--- src/rtl/spi_miso_rx_fifo.sv ---
// spi_miso_rx_fifo
//   Deserialises spi_miso_in into DATA_W-bit words while spi_cs is low and
//   buffers completed words in a show-ahead FIFO. Overflow and framing
//   errors are reported through sticky flags that read_req clears.
//
// Ports
//   spi_clk       sole clock, rising edge
//   spi_rst       synchronous active-high reset
//   spi_cs        chip select, active low
//   read_req      one-cycle pulse: arm receiver, clear error flags
//   spi_miso_in   serial data in
//   rd_en         pop FIFO head
//   spi_miso_out  FIFO head word (0 when empty)
//   data_av       FIFO not empty
//   fifo_full     FIFO holds FIFO_DEPTH words
//   overflow      sticky: completed word dropped
//   frame_err     sticky: spi_cs rose mid-word
//   busy          receiver is shifting
//   spi_mosi_out  fill-pattern bit
//   rx_word_cnt   words pushed, wraps (only with SPI_RX_WORD_CNT_EN)
//
// Optional feature macro: SPI_RX_WORD_CNT_EN
//
// state | meaning
// IDLE  | waiting for read_req, spi_cs ignored
// ARMED | armed, first edge with spi_cs low starts the word
// SHIFT | sampling one bit per edge while spi_cs is low
module spi_miso_rx_fifo #(
   parameter int                DATA_W     = 8,
   parameter int                FIFO_DEPTH = 4,
   parameter bit                LSB_FIRST  = 1'b0,
   parameter logic [DATA_W-1:0] FILL_WORD  = DATA_W'(8'hFF)
) (
   input  logic              spi_clk,
   input  logic              spi_rst,
   input  logic              spi_cs,
   input  logic              read_req,
   input  logic              spi_miso_in,
   input  logic              rd_en,
   output logic [DATA_W-1:0] spi_miso_out,
   output logic              data_av,
   output logic              fifo_full,
   output logic              overflow,
   output logic              frame_err,
   output logic              busy,
   output logic              spi_mosi_out
`ifdef SPI_RX_WORD_CNT_EN
   ,
   output logic [15:0]       rx_word_cnt
`endif
);

   localparam int CNT_W = $clog2(DATA_W);
   localparam int PTR_W = $clog2(FIFO_DEPTH);
   localparam int LVL_W = PTR_W + 1;
   localparam logic [CNT_W-1:0] LAST_BIT = CNT_W'(DATA_W - 1);

   typedef enum logic [1:0] {IDLE, ARMED, SHIFT} state_t;

   state_t            state, state_nxt;
   logic [CNT_W-1:0]  bit_cnt;
   logic [DATA_W-1:0] shift_reg, shift_nxt;
   logic              sample, frame_abort, word_done;

   logic [DATA_W-1:0] mem [FIFO_DEPTH];
   logic [PTR_W-1:0]  wr_ptr, rd_ptr;
   logic [LVL_W-1:0]  level;
   logic              pop, push_ok, drop;
   logic [CNT_W-1:0]  fill_idx;

   always_comb begin
      state_nxt   = state;
      sample      = 1'b0;
      frame_abort = 1'b0;
      case (state)
         IDLE: begin
            if (read_req) state_nxt = ARMED;
         end
         ARMED: begin
            if (!spi_cs) begin
               state_nxt = SHIFT;
               sample    = 1'b1;
            end
         end
         SHIFT: begin
            if (spi_cs) begin
               state_nxt   = IDLE;
               frame_abort = (bit_cnt != '0);
            end else begin
               sample = 1'b1;
            end
         end
         default: state_nxt = IDLE;
      endcase
   end

   always_comb begin
      if (LSB_FIRST) shift_nxt = {spi_miso_in, shift_reg[DATA_W-1:1]};
      else           shift_nxt = {shift_reg[DATA_W-2:0], spi_miso_in};
   end

   // The completing bit goes straight into the FIFO via shift_nxt.
   assign word_done = sample && (bit_cnt == LAST_BIT);

   always_ff @(posedge spi_clk) begin
      if (spi_rst) begin
         state     <= IDLE;
         bit_cnt   <= '0;
         shift_reg <= '0;
      end else begin
         state <= state_nxt;
         if (sample) begin
            shift_reg <= shift_nxt;
            bit_cnt   <= word_done ? '0 : bit_cnt + CNT_W'(1);
         end else begin
            bit_cnt <= '0;
         end
      end
   end

   // A pop frees a slot on the same edge, so a push into a full FIFO
   // still lands when rd_en is high.
   assign pop     = rd_en && (level != '0);
   assign push_ok = word_done && (!fifo_full || pop);
   assign drop    = word_done && fifo_full && !pop;

   always_ff @(posedge spi_clk) begin
      if (push_ok) mem[wr_ptr] <= shift_nxt;
   end

   always_ff @(posedge spi_clk) begin
      if (spi_rst) begin
         wr_ptr <= '0;
         rd_ptr <= '0;
         level  <= '0;
      end else begin
         if (push_ok) wr_ptr <= wr_ptr + PTR_W'(1);
         if (pop)     rd_ptr <= rd_ptr + PTR_W'(1);
         level <= level + LVL_W'(push_ok) - LVL_W'(pop);
      end
   end

   // A new error on the same edge as read_req wins over the clear.
   always_ff @(posedge spi_clk) begin
      if (spi_rst) begin
         overflow  <= 1'b0;
         frame_err <= 1'b0;
      end else begin
         if (drop)          overflow <= 1'b1;
         else if (read_req) overflow <= 1'b0;
         if (frame_abort)   frame_err <= 1'b1;
         else if (read_req) frame_err <= 1'b0;
      end
   end

`ifdef SPI_RX_WORD_CNT_EN
   always_ff @(posedge spi_clk) begin
      if (spi_rst)      rx_word_cnt <= '0;
      else if (push_ok) rx_word_cnt <= rx_word_cnt + 16'd1;
   end
`endif

   assign data_av      = (level != '0);
   assign fifo_full    = (level == LVL_W'(FIFO_DEPTH));
   assign spi_miso_out = data_av ? mem[rd_ptr] : '0;
   assign busy         = (state == SHIFT);

   assign fill_idx     = LSB_FIRST ? bit_cnt : (LAST_BIT - bit_cnt);
   assign spi_mosi_out = (state == SHIFT) && !spi_cs && FILL_WORD[fill_idx];

endmodule

--- config.mk ---
export PLATFORM = sky130hd
export DESIGN_NAME = spi_miso_rx_fifo
export DESIGN_NICKNAME = d
export VERILOG_FILES = /design/src/rtl/spi_miso_rx_fifo.sv
export SDC_FILE = /design/constraint.sdc
export NUM_CORES = 1
export LEC_CHECK = 0
export ABC_AREA = 1
export CAP_MARGIN = 20
export CORE_UTILIZATION = 57
export DETAILED_ROUTE_END_ITERATION = 6
export GPL_ROUTABILITY_DRIVEN = 1
export GPL_TIMING_DRIVEN = 0
export PLACE_DENSITY = 0.8
export SYNTH_ARGS = -nofsm -noshare
export SYNTH_HDL_FRONTEND = slang
export SYNTH_SLANG_ARGS = --single-unit
export TNS_END_PERCENT = 100
--- constraint.sdc ---
create_clock -name spi_clk -period 2.67 [get_ports spi_clk]
set_input_delay 0.534 -clock spi_clk [delete_from_list [all_inputs] [get_ports spi_clk]]
set_output_delay 0.534 -clock spi_clk [all_outputs]
set_load 0.02 [all_outputs]
# After elaboration in Yosys (flattened, before gate mapping)
# Memories as Yosys holds them, arrays and structs flattened. A register that Yosys moved wholly into a read port is not among the register bits.
# Index checks and enable logic that the tools add are counted.
# op_classes
n_eq_ne	7
order_cmp	1
muxes	17
n_reduce_logical	19
addsub	6
n_bitwise	1
# ops
op	count
1-bit two-way mux	10
2-bit two-way mux	5
8-bit two-way mux	1
1-bit logical AND	7
3-bit equality test, second input constant	2
2-bit != test, second input constant	3
2-bit case mux with 3 select lines	1
3-bit nonzero test	2
2-bit by 1-bit adder with 2-bit output, second input constant	2
3-bit by 4-bit < comparator with 1-bit output, second input constant	1
2-bit nonzero test	2
3-bit by 1-bit adder with 3-bit output	1
3-bit by 1-bit adder with 3-bit output, second input constant	1
1-bit logical NOT	3
3-bit AND reduction	1
3-bit OR reduction	1
3-bit by 1-bit subtractor with 3-bit output	1
3-bit subtractor, first input constant	1
2-bit by 1-bit equality test with 1-bit output, second input constant	1
2-bit equality test, second input constant	1
2-bit logical NOT	1
2-bit OR reduction	1
1-bit logical OR	1
1-bit NOT	1
# word_totals
mem_bits_rw	32
out_inout_bits	14
in_bits	6
mem_count	2
rom_bits	8
register_bits	21
# mem_list
name	words	width	read_ports	rd_clocked_by_memory_dff	write_ports	line	rtl
mem	4	8	1	1	1	65	logic [DATA_W-1:0] mem [FIFO_DEPTH];
(name not given)	8	1	1	0	0	169	assign spi_mosi_out = (state == SHIFT) && !spi_cs && FILL_WORD[fill_idx];

# Longest topological paths before layout
# Gate-level depths: netlist (run 1).
# depth
word_depth	7
ltp_mapped	12

# Worst setup path after synthesis (run 1)
# OpenSTA, ideal clock, no wires.
# synth_timing
kind	register to register
start	reg state[0]
end	reg level[2]
arrival_ns	1.956
setup_ns	0.070
slack_ns	0.644
path_stages_with_launch	13
cell_sequence	dfxtp_1 > inv_1 > ha_1 > inv_2 > nor2_4 > nand2_1 > nand3_1 > nand2_1 > ha_1 > fa_1 > inv_1 > nand3_1 > a21oi_1
# synth_via
elab_chain_cells	7
elab_cells_between_ends	8
cone_classes	add/sub: 2; eq/ne: 2; mux: 1; reduce/logical: 3
# synth_lines
element	line	rtl
start: declaration	60	state_t state, state_nxt;
start signal: assignment	111	state <= state_nxt;
2-bit equality test / 2-bit by 1-bit equality test with 1-bit output (equally long branches)	75	case (state)
2-bit OR reduction (no source line) *	-	
1-bit two-way mux *	-	
1-bit logical AND *	103	assign word_done = sample && (bit_cnt == LAST_BIT);
1-bit logical AND *	124	assign push_ok = word_done && (!fifo_full || pop);
3-bit by 1-bit adder with 3-bit output *	139	level <= level + LVL_W'(push_ok) - LVL_W'(pop);
3-bit by 1-bit subtractor with 3-bit output *	139	
end signal: assignment	139	
end: declaration	67	logic [LVL_W-1:0] level;
# Mark *: on every way between the ends. The rest lies on a longest branch, timed or not.
# A chain may end at the register's enable or synchronous reset.

==> results of run 1 <==
-- worst max-delay path, stage by stage, from the launching register on --
cell and delay, ps:
dfxtp_1 310, buf_2 200, inv_1 190, nor2_1 130, o21ai_0 90, a21oi_1 180
clkdlybuf4s50_1 630
-- stage by stage --
stage	setup slack, ps	power, µW	area (µm²)	utilization [%]
floorplan	644	1770	2380	-
global placement	152	2080	2620	65.6
detailed placement	127	2110	2620	65.6
CTS	121	2650	2740	68.4
global route	24.3	2810	2740	68.4
finish	102	2630	2740	68.4
-- cells in the mapped netlist --
library cell	n	share of area [%]
a21oi_1	15	3.2
buf_2	3	0.63
buf_6	2	0.95
clkbuf_2	1	0.21
dfxtp_1	23	19
edfxtp_1	32	40
fa_1	1	0.84
ha_1	12	6.3
inv_1	30	4.7
inv_2	1	0.16
inv_4	1	0.26
nand2_1	24	3.8
nand2_2	1	0.26
nand3_1	9	1.9
nand3_2	1	0.42
nor2_1	67	11
nor2_4	2	0.95
o211ai_1	1	0.32
o21ai_0	23	4.8
-- power by group through the flow --
stage / sequential [µW] / clock, µW / combinational [µW]
2_1_floorplan: 1120 / 0 / 653
3_3_place_gp: 1150 / 0 / 936
3_5_place_dp: 1150 / 0 / 959
4_1_cts: 1130 / 553 / 963
5_1_grt: 1150 / 585 / 1070
6_report: 1130 / 544 / 958
-- cell type report --
class / count / area share, %
multi-input combinational: 156 / 29.0
timing repair buffer: 18 / 6.58
inverter: 32 / 4.48
clock buffer: 5 / 2.51
tap: 50 / 2.29
sequential: 55 / 51.9
buffer: 6 / 1.55
clock inverter: 3 / 1.69
-- how the worst max path moves through the flow --
stage | to | slack, ps
finish | spi_miso_out[2] | 100
global route | spi_miso_out[7] | 20
CTS | spi_miso_out[2] | 120
detailed placement | mem[2][5] | 130
global placement | mem[2][5] | 150
floorplan | level[2] | 640
-- logic make-up after synthesis --
logic type / count (synthesis) / share of synthesized area (%)
simple gates: 104 / 17.9
flops: 55 / 59.7
compound gates: 39 / 8.31
fa+ha+maj: 13 / 7.15
buf+inv: 38 / 6.94
-- layer usage --
metal  track usage (%)  vias to the layer above  routed length (µm)
li1                  -                      853                   -
met1              24.1                      727                1670
met2              32.8                       33                1800
met3              3.60                        5                 199
met4              7.98                        0                  46
met5                 0                        -                   0
==> impl_metrics.csv, run 1 <==
group,metric,value,unit
clock_network,clk_pin_slew,100,ps
power_and_ir_drop,p_leak,0.00107,µW
clock_network,htreeDepth,2,
worst_setup_path,cp_max_fo,9,
sta,finalCritPeriodShare,96.2,%
sta,rsz0062_at_grt,"no",
sta,hold_ws,463,ps
clock_network,post-cts-setup-buffers,0,
detailed_routing,routed_wl,3710,µm
clock_network,cts_tree,"built",
clock_network,numCtsBuffers,5,
power_and_ir_drop,switching_share,35.4,%
layout,post_route_cells_drive_above_1_share,7.27,%
layout,instances_no_fill,325,
detailed_routing,dr.pass1.iters,5,
clock_network,clockBufferDepth,2,
logic_synthesis,ys_seq_elements,55,
detailed_routing,num_vias,1618,
sta,fin_crit,2570,ps
sta,fin_setup_tns,0,ps
worst_setup_path,startpoint_type,"register",
place,dp_cells,317,
floorplan,coreArea,4000,µm²
place,io_buffers,18,
power_and_ir_drop,ir_drop,0.599,mV
layout,multi_input_area,793,µm²
sta,setup_viol_count_final,0,
detailed_routing,avgViaCountPerCell,4.98,
detailed_routing,ant_nets,0,
logic_synthesis,synthDistinctLibCells,19,
logic_synthesis,syn_nets,268,
worst_hold_path,holdCritStartpoint,"bit_cnt[0]",
worst_setup_path,rr_worst_depth,12,
layout,antenna_cells,0,
layout,register_area,1420,µm²
floorplan,fp-row-count,23,
sta,fmax,389,MHz
clock_network,cts.repair.resized,0,
layout,layout_commonest_cell,"nor2_1",
global_routing,grt_pass1_vias,1404,
worst_setup_path,r2r-end,"level[2]",
floorplan,die_h,66.6,µm
sta,relSlewSlack,54.2,%
clock_network,cts-root-buf,"clkbuf_8",
place,place.gp.congestion,0.751,
clock_network,insertion_delay,310,ps
layout,final_cell_mix,"nor2_1, edfxtp_1, inv_1",
worst_hold_path,hold_depth,1,
sta,hold_violations,0,
run_status,status,"completed",
power_and_ir_drop,clockPowerShare,20.6,%
worst_setup_path,worst_ep_required_time,2140,ps
sta,worst_pin_slew,684,ps
detailed_routing,drt_iter0_markers,79,
job,maxCapViolCount,0,
layout,fill_cells,292,
detailed_routing,drt-wirelength-per-cell,11.4,µm
power_and_ir_drop,power.density,962,nW/µm²
power_and_ir_drop,power_switching,931,µW
global_routing,grt_pass1_wl,6180,µm
worst_hold_path,hp-class,"register to register",
logic_synthesis,syn_avg_cell_area,9.56,µm²
power_and_ir_drop,pwr-share-seq,43.0,%
global_routing,grt_max_degree,19,
detailed_routing,drc,0,
global_routing,antenna_found_initial,0,
clock_network,cts.sinks,55,
layout,largest_reg_flops,32,
worst_setup_path,end_kind,"primary output",
worst_setup_path,cp.arrival,2030,ps
sta,drv_slew,0,
sta,clock_skew,5.43,ps
worst_setup_path,worstReg2RegStart,"state[0]",
floorplan,die_w,66.6,µm
layout,areaGrowthSynthToFinish,15.0,%
worst_hold_path,min_to,"bit_cnt[0]",
logic_synthesis,ys_warn_count,0,
floorplan,ioPinCount,20,
worst_setup_path,crit_type,"register to primary output",
logic_synthesis,syn_inst,249,
clock_network,postCtsHoldBufs,0,
power_and_ir_drop,combPwrFrac,36.4,%
global_routing,gr-usage-all-layers,19.4,%
global_routing,gr-total-overflow,0,
floorplan,die_area,4440,µm²
layout,finalNetCount,293,
floorplan,start_util,59.5,%
logic_synthesis,netlist_area,2380,µm²
logic_synthesis,seq_area_frac_synth,59.7,%
place,hpwl,2610,µm
worst_setup_path,r2r_setup_slack,450,ps
power_and_ir_drop,p_int,1700,µW
Power figures use the tool's default switching activity.
==> run 2, diff against run 1 <==
Settings changed: CORE_UTILIZATION 57 to 60, PLACE_DENSITY 0.8 to 0.83.
Clock period 2.67 ns to 3 ns, I/O delays scaled along.
==> impl_metrics.csv, run 2 (synthesis gave the netlist of run 1 again) <==
group,metric,value,unit
run_status,status,"completed",
clock_network,post-cts-setup-buffers,0,
detailed_routing,avgViaCountPerCell,5.05,
layout,largest_reg_flops,32,
place,io_buffers,18,
clock_network,cts.sinks,55,
sta,rsz0062_at_grt,"no",
clock_network,htreeDepth,2,
worst_setup_path,cp_max_fo,9,
floorplan,die_w,65.0,µm
floorplan,fp-row-count,22,
detailed_routing,ant_nets,0,
clock_network,cts.repair.resized,0,
worst_hold_path,holdCritStartpoint,"bit_cnt[0]",
place,place.gp.congestion,0.763,
place,hpwl,2650,µm
worst_setup_path,end_kind,"primary output",
worst_setup_path,rr_worst_depth,12,
detailed_routing,routed_wl,3790,µm
layout,fin_util,72.9,%
sta,drv_slew,0,
layout,final_cell_mix,"nor2_1, edfxtp_1, inv_1",
worst_setup_path,critical_path_buf_inv_count,3,
floorplan,coreArea,3740,µm²
sta,setup_viol_count_final,0,
place,place_area,2620,µm²
detailed_routing,dr.pass1.iters,4,
job,maxCapViolCount,0,
floorplan,ioPinCount,20,
worst_setup_path,crit_type,"register to primary output",
worst_setup_path,crit_chain,"buf_2 -> inv_1 -> nor2_1 -> o21ai_0 -> a21oi_1 -> clkdlybuf4s50_1",
worst_setup_path,worstReg2RegStart,"state[0]",
worst_setup_path,worst_ep_required_time,2400,ps
power_and_ir_drop,power.density,855,nW/µm²
sta,setup_slack,389,ps
layout,post_route_cells_drive_above_1_share,6.91,%
layout,areaGrowthSynthToFinish,14.7,%
sta,finalCritPeriodShare,87.0,%
detailed_routing,drc,0,
global_routing,gr-usage-all-layers,19.6,%
worst_hold_path,hp-class,"register to register",
worst_setup_path,startpoint_type,"register",
global_routing,grt_pass1_wl,6020,µm
worst_setup_path,r2r-end,"level[2]",
floorplan,die_h,65.0,µm
worst_setup_path,slowest_delay,630,ps
clock_network,cts-root-buf,"clkbuf_8",
worst_setup_path,cp.arrival,2010,ps
worst_hold_path,min_to,"bit_cnt[0]",
global_routing,grt_max_degree,18,
clock_network,insertion_delay,300,ps
sta,hold_violations,0,
worst_setup_path,cp_slowest_cell,"clkdlybuf4s50_1",
floorplan,die_area,4220,µm²
clock_network,clockBufferDepth,2,
detailed_routing,drt-wirelength-per-cell,11.7,µm
sta,worst_pin_slew,765,ps
sta,clock_skew,7.38,ps
layout,final_cell_area,2730,µm²
layout,finalNetCount,293,
clock_network,cts_tree,"built",
power_and_ir_drop,finalPower,2330,µW
clock_network,postCtsHoldBufs,0,
sta,fmax,383,MHz
worst_setup_path,r2r_setup_slack,750,ps
detailed_routing,drt_iter0_markers,80,
clock_network,numCtsBuffers,5,
sta,relSlewSlack,48.8,%
layout,antenna_cells,0,
worst_setup_path,cp_top_family,"buffers and inverters",
clock_network,clk_pin_slew,90,ps
power_and_ir_drop,p_leak,0.00107,µW
detailed_routing,num_vias,1631,
global_routing,grt_pass1_vias,1432,
floorplan,start_util,63.6,%
power_and_ir_drop,ir_drop,0.674,mV
global_routing,gr-total-overflow,0,
layout,layout_commonest_cell,"nor2_1",
global_routing,antenna_found_initial,0,
sta,fin_crit,2610,ps
place,place_ws,393,ps
worst_hold_path,hold_depth,1,
sta,fin_setup_tns,0,ps
## run 2: worst max-delay path by stage
stage / start / to / slack [ps] / cells after the start
4_1_cts: register / spi_miso_out[2] / 420 / 6
2_1_floorplan: state[0] / level[2] / 970 / 12
5_1_grt: register / spi_miso_out[3] / 310 / 6
3_3_place_gp: spi_cs / mem[2][5] / 410 / 6
6_report: register / spi_miso_out[3] / 390 / 6
3_5_place_dp: spi_cs / mem[2][5] / 390 / 6
## run 2: report_power, final
group | total, µW | switching [µW] | internal (µW)
Combinational | 856 | 515 | 342
Clock | 468 | 219 | 249
Sequential | 1010 | 85.8 | 923
## run 2: routing by layer
layer | part of all wire [%] | track usage [%] | up-vias
met5 | 0 | 0 | -
met3 | 5.2 | 5.11 | 7
li1 | - | - | 852
met4 | 1.4 | 10.8 | 0
met1 | 45 | 22.5 | 729
met2 | 48 | 33.1 | 43
## run 2: layout make-up
| class | instances | area (µm²) |
|---|---|---|
| Buffer | 6 | 42.5 |
| Clock buffer | 6 | 72.6 |
| Clock inverter | 2 | 37.5 |
| Fill cell | 265 | 1010 |
| Inverter | 32 | 123 |
| Multi-Input combinational cell | 156 | 793 |
| Sequential cell | 55 | 1420 |
| Tap cell | 48 | 60.1 |
| Timing Repair Buffer | 18 | 180 |
## run 2: stage by stage
step                      instances  hold WS (ps)
final                           323           456
after global routing            323           489
after CTS                       323           461
after detailed placement        315           442
after global placement          315           429
after floorplan                 249           417
==> run 3, diff against run 2 <==
Settings changed: CORE_UTILIZATION 60 to 57, PLACE_DENSITY 0.83 to 0.8.
Clock period 3 ns to 2.95 ns, I/O delays scaled along.
==> results of run 3 <==
Same layout as run 1 (identical final DEF). Status: completed.
Main changes from that run: setup slack after placement 127 ps -> 351 ps; setup slack after layout 102 ps -> 326 ps; register-to-register setup slack 450 ps -> 730 ps; total power 2630 µW -> 2380 µW; worst IR drop on VDD 0.599 mV -> 0.542 mV
